File: config.mk
export PLATFORM = sky130hd
export DESIGN_NAME = hc595_chain_drv
export DESIGN_NICKNAME = d
export VERILOG_FILES = /design/src/rtl/hc595_chain_drv.sv
export SDC_FILE = /design/constraint.sdc
export NUM_CORES = 1
export LEC_CHECK = 0
export CORE_ASPECT_RATIO = 1.4
export CORE_MARGIN = 2
export CORE_UTILIZATION = 47
export DETAILED_ROUTE_END_ITERATION = 6
export PLACE_DENSITY = 0.74
export SLEW_MARGIN = 10
export SYNTH_ARGS = -nofsm -noshare
export SYNTH_HDL_FRONTEND = slang
export SYNTH_SLANG_ARGS = --single-unit
File: constraint.sdc
create_clock -name clk -period 2.05 [get_ports clk]
set_clock_uncertainty 0.05 [all_clocks]
set_input_delay 0.41 -clock clk [delete_from_list [all_inputs] [get_ports clk]]
set_output_delay 0.41 -clock clk [all_outputs]
set_load 0.02 [all_outputs]
File: src/rtl/hc595_chain_drv.sv
// Serial driver for a chain of 74HC595 shift registers feeding a multiplexed display.
// Shifts one {sel, seg} frame, pulses the storage clock and drives output enable.
module hc595_chain_drv #(
    parameter int SEL_W         = 6,
    parameter int SEG_W         = 8,
    parameter int DIV           = 2,
    parameter int SEG_MSB_FIRST = 1
) (
    input  logic             clk,
    input  logic             rst,
    input  logic             start,
    input  logic [SEL_W-1:0] sel,
    input  logic [SEG_W-1:0] seg,
    input  logic             blank,
    output logic             busy,
    output logic             done,
    output logic             shcp,
    output logic             stcp,
    output logic             ds,
    output logic             oe
);

    localparam int N  = SEL_W + SEG_W;
    localparam int BW = (N > 1) ? $clog2(N) : 1;
    localparam int PW = (DIV > 1) ? $clog2(DIV) : 1;

    localparam logic [BW-1:0] LAST_BIT = BW'(N - 1);
    localparam logic [PW-1:0] LAST_PH  = PW'(DIV - 1);

    localparam logic [1:0] S_IDLE  = 2'd0;
    localparam logic [1:0] S_SHIFT = 2'd1;
    localparam logic [1:0] S_LATCH = 2'd2;

    logic [1:0]       r_state;
    logic [N-1:0]     r_frame;
    logic [SEL_W-1:0] r_latSel;
    logic [BW-1:0]    r_bitCnt;
    logic [PW-1:0]    r_phase;
    logic [N-1:0]     w_frameIn;
    logic [BW-1:0]    w_nextIdx;

    // Frame is stored in serial order: bit 0 goes out first.
    always_comb begin
        w_frameIn = '0;
        w_frameIn[SEL_W-1:0] = sel;
        for (int j = 0; j < SEG_W; j++) begin
            w_frameIn[SEL_W+j] = (SEG_MSB_FIRST != 0) ? seg[SEG_W-1-j] : seg[j];
        end
    end

    assign w_nextIdx = r_bitCnt + BW'(1);

    always_ff @(posedge clk) begin
        if (rst) begin
            r_state  <= S_IDLE;
            r_frame  <= '0;
            r_latSel <= '0;
            r_bitCnt <= '0;
            r_phase  <= '0;
            busy     <= 1'b0;
            done     <= 1'b0;
            shcp     <= 1'b0;
            stcp     <= 1'b0;
            ds       <= 1'b0;
            oe       <= 1'b1;
        end else begin
            done <= 1'b0;
            oe   <= blank || (r_latSel == '0);
            case (r_state)
                S_IDLE: begin
                    if (start) begin
                        r_frame  <= w_frameIn;
                        ds       <= w_frameIn[0];
                        r_state  <= S_SHIFT;
                        busy     <= 1'b1;
                        r_bitCnt <= '0;
                        r_phase  <= '0;
                        shcp     <= 1'b0;
                    end
                end
                // The shcp register doubles as the low/high half-period flag.
                S_SHIFT: begin
                    if (r_phase == LAST_PH) begin
                        r_phase <= '0;
                        if (!shcp) begin
                            shcp <= 1'b1;
                        end else if (r_bitCnt == LAST_BIT) begin
                            shcp     <= 1'b0;
                            stcp     <= 1'b1;
                            r_latSel <= r_frame[SEL_W-1:0];
                            r_state  <= S_LATCH;
                        end else begin
                            shcp     <= 1'b0;
                            r_bitCnt <= w_nextIdx;
                            ds       <= r_frame[w_nextIdx];
                        end
                    end else begin
                        r_phase <= r_phase + PW'(1);
                    end
                end
                S_LATCH: begin
                    if (r_phase == LAST_PH) begin
                        r_phase <= '0;
                        stcp    <= 1'b0;
                        busy    <= 1'b0;
                        done    <= 1'b1;
                        r_state <= S_IDLE;
                    end else begin
                        r_phase <= r_phase + PW'(1);
                    end
                end
                default: begin
                    r_state <= S_IDLE;
                end
            endcase
        end
    end

endmodule

==> results.ini <==
[clock_tree]
clk_path_buf_depth=2
hold_buffers=0
htree_levels=2
clock-sinks=33
cts_setup_buffers=0
tritoncts=built
worstSkewPairLatency_ps=290
numCtsBuffers=5
clkTransAtPathRegs_ps=60
clockRootBuffer=clkbuf_8

[logic_synthesis]
yosysSeqAreaShare=0.429
synth-compound-area-share=0.138
synthXorXnorAreaFrac=0.0114
synth-adder-area-share=0.0569
synth_top_area_frac=0.429
synth_edf_count=0
synthMuxAreaShare=0.120
synth_top_family_by_area=simple AND/OR/NAND/NOR gates
synth.most_common_cell=nand2_1
syn_area_um2=1540
syn_nets=207
synth_top_flop_cell=dfxtp_1
ys_types=36
ys_warn_count=0
synth-simple-area-share=0.211
yosys.area.top_type=dfxtp_1
syn_avg_cell_area_um2=8.46
synth_top_cells_by_area=dfxtp_1 43%, mux2i_1 9.1%, nand2_1 9.0%
ys_ff_latch=33
synthCells=182
synthTopCellsByCount=37 x nand2_1, 33 x dfxtp_1, 21 x a21oi_1, 19 x nor2_1, 14 x mux2i_1
synthArstFlopShare=0

[place]
io_buffers=23
hpwlAfterDp_um=2560
dp.cells=245
dp_worst_setup_slack_ps=-134
placed_cell_area_um2=1860
place_congestion=0.852

[pwr]
p_total_mw=1.96
power_density_nw_per_um2=988
p_leak_nw=0.732
peakVddDrop_v=0.000624

[worst_setup_path]
crit_type=flop to flop
cp.required_ps=2230
critPathLaunchType=flop
arrival_ps=2130
worstRegToRegCells=7
rr_startpoint=r_state[1]$_SDFFE_PP0P_
end_kind=flop
path_max_fanout=8
timing.rr.end=ds$_SDFFE_PP0P_
reg2reg_setup_slack_ps=100

[drt]
drc=0
routedWlPerCell_um=13.6
antenna_left=0
vias=1360
wirelength_um=3420
drtIter0Drc=46
drt_pass1_iterations=4
route.detailed.vias_per_inst=5.40

[cells_and_area]
final_nets=238
fill_cells=281
design_area_um2=1980
insertedDiodeCount=0
syn_to_final_growth_pct=28.5
layout-drive-gt1-share=0.127
postLayoutCoreUtil=0.634
stdcell_count=252

[min_path]
min_to=r_frame[12]$_SDFFE_PP0P_
min_from=r_frame[12]$_SDFFE_PP0P_
whs_path_depth=2
hold_class=flop to flop

[die]
row_count=24
core_area_um2=3120
die_y_um=71.7
start_util=0.493
io_pins=24
die_area_um2=3760
die_x_um=52.4

[timing]
finalWorstSetupSlack_ps=101
setup_viol=0
worst_pin_slew_ps=429
min_period_ps=1950
hold_violations=0
max_freq_mhz=513
slew_violations=0
slew_headroom=0.713
fin_tns_setup_ps=0
worst_hold_slack_ps=411
rsz0062_at_grt=false
finalCritPeriodShare=0.951

[global_routing]
antenna_found_initial=0
grt_pass1_vias=1396
grt_pass1_wl_um=5890
grt_usage=0.210
grt_max_degree=22
grt-ovfl-total=0

[run_status]
status=completed

[flow_run]
maxCapViolations=0

==> sequential cells by signal, indices dropped and copies added (netlist names) <==
signal,count
r_state,2
r_frame,14
done,1
oe,1
stcp,1
shcp,1
r_phase,1
r_bitCnt,4
busy,1
ds,1
r_latSel,6
==> critical path, cell delays in order, from the launching register on <==
cell and delay (ps):
dfxtp_2 330, inv_1 110, ha_2 270, mux2i_1 100
or3b_1 400, buf_4 180, nor4_4 300, a221o_1 150
==> per-layer routing <==
metal  routed length (µm)  share of wire  GRT usage
met1                 1340           0.39      0.207
met3                  129          0.038     0.0625
met4                   82          0.024     0.0769
met5                    0              0          0
met2                 1860           0.55      0.397
==> how the worst max path moves through the flow <==
stage | from | end | slack [ps] | cells past startpoint
after floorplan | r_state[1]$_SDFFE_PP0P_ | r_bitCnt[3]$_SDFFE_PP0P_ | 30 | 7
after global placement | start | r_bitCnt[3]$_SDFFE_PP0P_ | -50 | 5
after detailed placement | start | ds$_SDFFE_PP0P_ | -130 | 6
after CTS | r_state[1]$_SDFFE_PP0P_ | ds$_SDFFE_PP0P_ | 6 | 7
after global routing | r_state[1]$_SDFFE_PP0P_ | ds$_SDFFE_PP0P_ | 9 | 7
final | r_state[1]$_SDFFE_PP0P_ | ds$_SDFFE_PP0P_ | 100 | 7
==> power breakdown <==
group / total [mW] / switching (mW) / internal (mW)
Combinational: 0.683 / 0.365 / 0.318
Sequential: 0.784 / 0.0579 / 0.726
Clock: 0.489 / 0.223 / 0.266
==> cell families (layout without fill, tap and decap cells) <==
kind of cell	after synthesis	after routing
AO/OA/AOI/OAI	36	36
XOR/XNOR	2	2
adder cells (fa/ha/maj)	7	7
buffers and inverters	13	44
flip-flops	33	33
multiplexers	17	17
AND/OR/NAND/NOR	74	74
==> final cells by class <==
class,instances,area [µm²],area share
flip-flops and latches,33,663,0.335
multi-input cells,136,861,0.435
clock buffers,7,86.3,0.0436
well taps,39,48.8,0.0247
inverters,4,15.0,0.00759
repair buffers,33,305,0.154
==> cells in the final DEF, fill, tap and decap left out, types with 2 or more instances in the layout <==
master and instances:
mux2_2 2, ha_2 2, nor2b_1 2, clkbuf_8 6
buf_4 10, clkdlybuf4s50_1 23, nor2_1 19, a21oi_1 21
nand3_1 3, ha_1 5, o21ai_0 4, o211ai_1 2
nand2_1 37, dfxtp_1 31, dfxtp_2 2, inv_1 4
mux2i_1 14, nor3_1 3
==> what timing repair did <==
action	4_1_cts	5_1_grt
hold endpoints to repair	0	0
cloned	0	0
endpoints found under the setup margin	1	4
resized for setup	1	6
pin swaps	0	0
Note: power is estimated with default switching activity, not from simulation.
